### config.mk
export PLATFORM = sky130hd
export DESIGN_NAME = pwm_bank
export DESIGN_NICKNAME = d
export VERILOG_FILES = /design/src/rtl/pwm_bank.sv
export SDC_FILE = /design/constraint.sdc
export NUM_CORES = 1
export LEC_CHECK = 0
export BUFFER_PORTS_ARGS = -buffer_cell sky130_fd_sc_hd__buf_2
export CORE_ASPECT_RATIO = 0.5
export CORE_UTILIZATION = 64
export DETAILED_ROUTE_END_ITERATION = 12
export PLACE_DENSITY_LB_ADDON = 0.2
export SYNTH_ARGS = -nofsm -noshare
export SYNTH_HDL_FRONTEND = slang
export SYNTH_SLANG_ARGS = --single-unit
### constraint.sdc
create_clock -name clk -period 4.02 [get_ports clk]
set_input_delay 0.201 -clock clk [delete_from_list [all_inputs] [get_ports clk]]
set_output_delay 0.201 -clock clk [all_outputs]
set_load 0.02 [all_outputs]
### src/rtl/pwm_bank.sv
// pwm_bank: NCH PWM channels sharing one prescaler and one period counter.
// Each channel has a shadow width, written through a valid/ready port, and an
// active width that is reloaded from the shadow at load and at every period
// wrap. That way a width never changes in the middle of a period.
// Optional feature: define PWM_BANK_DEADTIME_EN to add complementary outputs
// pwm_out_n with DT cycles of dead time after each falling edge of pwm_out.
module pwm_bank #(
  parameter int NCH = 4,   // number of channels, 1..16
  parameter int CW  = 13,  // period / width counter width
  parameter int PSW = 5,   // prescaler width
  parameter int DT  = 3    // dead time in clk cycles (PWM_BANK_DEADTIME_EN only)
) (
  input  logic           clk,
  input  logic           reset,
  input  logic           en,
  input  logic           load,
  input  logic [PSW-1:0] presc,
  input  logic [CW-1:0]  period,
  input  logic           wr_valid,
  output logic           wr_ready,
  input  logic [3:0]     wr_ch,
  input  logic [CW-1:0]  wr_width,
  output logic           wr_err,
  output logic           tick,
  output logic           period_start,
  output logic [CW-1:0]  cnt,
  output logic [NCH-1:0] pwm_out,
  output logic [NCH-1:0] pwm_set,
  output logic [NCH-1:0] pwm_reset
`ifdef PWM_BANK_DEADTIME_EN
  ,
  output logic [NCH-1:0] pwm_out_n
`endif
);

  // Channel count as a 5-bit value, so it can be compared against the 4-bit
  // channel index without a width mismatch (NCH = 16 still fits).
  localparam logic [4:0] NCH_W = 5'(NCH);

  // Configuration latched at load.
  logic [PSW-1:0] r_presc;
  logic [CW-1:0]  r_period;

  // Timebase.
  logic [PSW-1:0] r_pcnt;
  logic [CW-1:0]  r_cnt;

  // Goes high on the first edge after reset is released. It keeps the
  // combinational strobes low while reset is asserted, and it makes the first
  // write accept land no earlier than that edge.
  logic           r_alive;

  // Width storage.
  logic [CW-1:0]  r_shadow [NCH];
  logic [CW-1:0]  r_active [NCH];

  // Output stage.
  logic [NCH-1:0] r_out;
  logic [NCH-1:0] r_out_d;
  logic [NCH-1:0] r_set;
  logic [NCH-1:0] r_reset;
  logic           r_err;

  // Combinational control.
  logic           w_run;
  logic           w_tick;
  logic           w_wrap;
  logic           w_pstart;
  logic           w_ready;
  logic           w_accept;
  logic           w_ch_ok;
  logic           w_copy;
  logic [NCH-1:0] w_out_next;

  // Timebase strobes, write handshake and the active-width reload condition.
  // load has priority: while it is high the timebase does not advance.
  assign w_run    = r_alive & en & ~load;
  assign w_tick   = w_run & (r_pcnt == r_presc);
  assign w_wrap   = (r_cnt == r_period);
  assign w_pstart = w_tick & w_wrap;
  // Writes are refused in reload cycles, so a shadow update can never race
  // the shadow-to-active copy.
  assign w_ready  = r_alive & ~load & ~w_pstart;
  assign w_accept = wr_valid & w_ready;
  assign w_ch_ok  = ({1'b0, wr_ch} < NCH_W);
  assign w_copy   = load | w_pstart;

  // Next PWM level of every channel, all taken from the one shared counter.
  always_comb begin
    // NOTE: every bit gets a value on every pass through this block, so no
    // latch can be inferred.
    w_out_next = '0;
    for (int i = 0; i < NCH; i++) begin
      w_out_next[i] = en & (r_cnt < r_active[i]);
    end
  end

  // Reset-release flag.
  always_ff @(posedge clk or negedge reset) begin
    // NOTE: registers are written with non-blocking assignments, so every
    // block samples the values from before this edge.
    if (!reset) r_alive <= 1'b0;
    else        r_alive <= 1'b1;
  end

  // Configuration latch, prescaler and period counter.
  always_ff @(posedge clk or negedge reset) begin
    if (!reset) begin
      r_presc  <= '0;
      r_period <= '0;
      r_pcnt   <= '0;
      r_cnt    <= '0;
    end else if (load) begin
      r_presc  <= presc;
      r_period <= period;
      r_pcnt   <= '0;
      r_cnt    <= '0;
    end else if (w_run) begin
      if (w_tick) begin
        r_pcnt <= '0;
        r_cnt  <= w_wrap ? '0 : r_cnt + CW'(1);
      end else begin
        r_pcnt <= r_pcnt + PSW'(1);
      end
    end
  end

  // Shadow widths take accepted writes. Active widths reload at load and at
  // period wrap.
  always_ff @(posedge clk or negedge reset) begin
    if (!reset) begin
      // NOTE: the width stores are small flop arrays rather than RAM, so they
      // are cleared by the async reset. This discards any pending shadow value.
      for (int i = 0; i < NCH; i++) begin
        r_shadow[i] <= '0;
        r_active[i] <= '0;
      end
    end else begin
      for (int i = 0; i < NCH; i++) begin
        if (w_accept && (wr_ch == 4'(i))) r_shadow[i] <= wr_width;
        if (w_copy)                       r_active[i] <= r_shadow[i];
      end
    end
  end

  // Error pulse for an accepted write to a channel that does not exist.
  always_ff @(posedge clk or negedge reset) begin
    if (!reset) r_err <= 1'b0;
    else        r_err <= w_accept & ~w_ch_ok;
  end

  // Registered PWM levels and edge pulses one cycle after each edge.
  // Reset clears both the level and its delayed copy, so reset never produces
  // a pulse.
  always_ff @(posedge clk or negedge reset) begin
    if (!reset) begin
      r_out   <= '0;
      r_out_d <= '0;
      r_set   <= '0;
      r_reset <= '0;
    end else begin
      r_out   <= w_out_next;
      r_out_d <= r_out;
      r_set   <= r_out & ~r_out_d;
      r_reset <= ~r_out & r_out_d;
    end
  end

`ifdef PWM_BANK_DEADTIME_EN
  // Low-run counter wide enough to hold DT; it saturates there.
  localparam int LW = $clog2(DT + 2);

  logic [LW-1:0]  r_lowc [NCH];
  logic [LW-1:0]  w_lowc_next [NCH];
  logic [NCH-1:0] r_out_n;
  logic [NCH-1:0] w_out_n_next;

  // Count consecutive low cycles of each channel. The complement is allowed
  // high once DT low cycles have passed, and is forced low in the same edge
  // that raises pwm_out, so the two outputs never overlap.
  always_comb begin
    w_out_n_next = '0;
    for (int i = 0; i < NCH; i++) begin
      w_lowc_next[i] = r_lowc[i];
      if (w_out_next[i] || r_out[i])  w_lowc_next[i] = '0;
      else if (r_lowc[i] < LW'(DT))   w_lowc_next[i] = r_lowc[i] + LW'(1);
      w_out_n_next[i] = ~w_out_next[i] & (w_lowc_next[i] >= LW'(DT));
    end
  end

  // Complementary output registers.
  always_ff @(posedge clk or negedge reset) begin
    if (!reset) begin
      r_out_n <= '0;
      for (int i = 0; i < NCH; i++) r_lowc[i] <= '0;
    end else begin
      r_out_n <= w_out_n_next;
      for (int i = 0; i < NCH; i++) r_lowc[i] <= w_lowc_next[i];
    end
  end

  assign pwm_out_n = r_out_n;
`endif

  assign wr_ready     = w_ready;
  assign wr_err       = r_err;
  assign tick         = w_tick;
  assign period_start = w_pstart;
  assign cnt          = r_cnt;
  assign pwm_out      = r_out;
  assign pwm_set      = r_set;
  assign pwm_reset    = r_reset;

endmodule

==> impl_metrics.tcl <==
set metrics [dict create \
    slew_viol_final 0 \
    worst_ir_drop_vdd_mv 0.2418 \
    hold_buffers 1 \
    die_h_um 80.13 \
    yosys.area_share.xor_xnor 0.02130 \
    core_area_mm2 0.01184 \
    globalplace.congestion 0.8587 \
    io_pins 69 \
    path_class "reg -> reg" \
    detail-route-antenna-nets 0 \
    diodes 0 \
    cts_tree "done" \
    synthesis.nets 708 \
    finalSetupViolCount 0 \
    die_area_mm2 0.01268 \
    min_period_over_period 0.7485 \
    arrival_ps 3310 \
    finalSetupTns_ps 0 \
    synth_cells 618 \
    io_buffer_count 68 \
    dp.cells 835 \
    layout.nets 780 \
    ys_ff_latch 158 \
    avgSynthCellArea_um2 12.64 \
    grt_pass1_vias 4954 \
    wire_per_inst_um 19.48 \
    cts_max_level 4 \
    synth_edf_count 0 \
    start_kind "flip-flop" \
    synth_top_family_by_area "multiplexers" \
    powerDensity_mw_per_mm2 480.2 \
    slew-limit-headroom 0.3109 \
    synth.most_common_cell "dfrtp_1" \
    synth-seq-area-share 0.5060 \
    hold_class "in -> reg" \
    postCtsSetupBuffers 0 \
    async_flop_share 1.000 \
    synth_area_leader_cell "dfrtp_1" \
    cts.reportedPaths.clkPinSlew_ps 60 \
    start_util 0.6599 \
    placementRows 28 \
    fin_cells 867 \
    fmax_ghz 0.3324 \
    p_leak_uw 0.004347 \
    fp.dieW_um 158.3 \
    area_growth_pct 13.43 \
    cp-end-kind "flip-flop" \
    synth_mux_area_frac 0.1998 \
    via_count 5032 \
    syn_area_mm2 0.007814 \
    grt_antenna_before_repair 0 \
    hpwlAfterDp_um 11720 \
    wl_um 16890 \
    ys_types 44 \
    cts.sinks 158 \
    finClkSkew_ps 11.07 \
    rsz0062_at_grt "false" \
    clock_tree.buffer_depth 2 \
    drt_iter0_drc 390 \
    synth_common_cells "dfrtp_1 (158), inv_1 (51), ha_1 (50), mux2_4 (50), mux2_1 (42)" \
    clk_latency_ps 420 \
    yosys_warnings 0 \
    dr.pass1.iters 4 \
    worst_pin_slew_ps 1034 \
    min_period_ps 3009 \
    synthSimpleGateAreaFrac 0.09736 \
    viasPerCell 5.804 \
    cts_buffers 17 \
    ctsResizeCount 0 \
    status "complete, no violations" \
    drv_cap 0 \
    drc 0 \
    yosys-top-cells-area "dfrtp_1 (51%), mux2_4 (9.6%), ha_1 (8.0%), mux2_1 (6.1%), mux2_2 (4.3%)" \
    cts-root-buf "clkbuf_16" \
    fin_hold_ws_ps 14.31 \
    finalHoldViolCount 0 \
    grt_pass1_wl_um 26800 \
    grt_max_degree 86 \
    synth-compound-area-share 0.05268 \
    synth_top_cell_area_share 0.5060 \
    required_ps 4320 \
    drive_gt1_frac 0.2764 \
    synth_ff_type "dfrtp_1" \
    synth_adder_area_share 0.08006 \
    track_usage 0.2879 \
    crit_path_max_fanout 25 \
    overflow 0 \
]
sequential cells by signal, summed over array words and instances (netlist names):
| signal | flops |
|---|---|
| r_pcnt | 5 |
| pwm_set | 4 |
| r_alive | 1 |
| cnt | 13 |
| pwm_out | 4 |
| pwm_reset | 4 |
| r_presc | 5 |
| wr_err | 1 |
| r_period | 13 |
| r_shadow | 52 |
| r_active | 52 |
| r_out_d | 4 |
power by group:
part           total, uW  internal [uW]  switching (uW)
combinational        742            361             381
sequential          1970           1810             158
clock               1550            904             644
metal layers:
| metal | GRT usage | vias to the layer above | wire length, um |
|---|---|---|---|
| li1 | - | 2334 | - |
| met1 | 0.4338 | 2549 | 8565 |
| met2 | 0.4162 | 124 | 7241 |
| met3 | 0.06206 | 25 | 849 |
| met4 | 0.08365 | 0 | 232 |
| met5 | 0 | - | 0 |
cell usage in the layout (no fill, tap or decap), drive strengths merged, types with 13 or more instances in the layout:
cell type and instances:
a21oi 32, buf 73, clkbuf 20, dfrtp 158, ha 50, inv 53
mux2 122, nand2 27, nand3 13, nand4 16, nor2 17, nor2b 14
final timing paths:
check	start	endpoint	slack, ps	depth (start not counted)
worst max-delay path	cnt[3]	r_shadow[25]	1010	6
worst min-delay path	period[1]	r_period[1]	10	2
worst max register to register	cnt[3]	r_shadow[25]	1010	6
worst min register to register	pwm_out[1]	r_out_d[1]	420	0
max in group asynchronous	reset	r_active[8]	2780	3
min in group asynchronous	reset	r_period[1]	390	2
through the flow:
step	instance area [um2]	util	worst slack, ps	total power [uW]
global placement	8278	0.6991	1227	2679
floorplan	7814	-	1846	2451
finish	8864	0.7485	1011	4256
global route	8864	0.7485	814.7	4441
CTS	8864	0.7485	1070	4271
detailed placement	8278	0.6991	1119	2720
kinds of logic (layout without fill, tap and decap cells):
logic type	count (synthesis)	after routing
AOI/OAI and AO/OA	66	66
xor gates and xnor gates	19	19
adders and majority gates	50	50
buffers and inverters	72	156
DFF	158	158
muxes	122	122
other	1	1
and+or+nand+nor	130	130
worst max-delay path, stage by stage (launching register included):
cell and delay, ps:
dfrtp_1 620, xnor2_1 170, nand3_1 90, nor3_1 220, and2_1 630, a21o_1 720
mux2_2 420
cell type report:
class | count | area [um2]
Tap cell | 165 | 206.4
Multi-Input combinational cell | 388 | 3530
Inverter | 51 | 191.4
Clock buffer | 20 | 466.7
Clock inverter | 11 | 108.9
Fill cell | 788 | 2978
Sequential cell | 158 | 3954
Timing Repair Buffer | 74 | 406.6
Note: power is estimated with default switching activity, not from simulation.
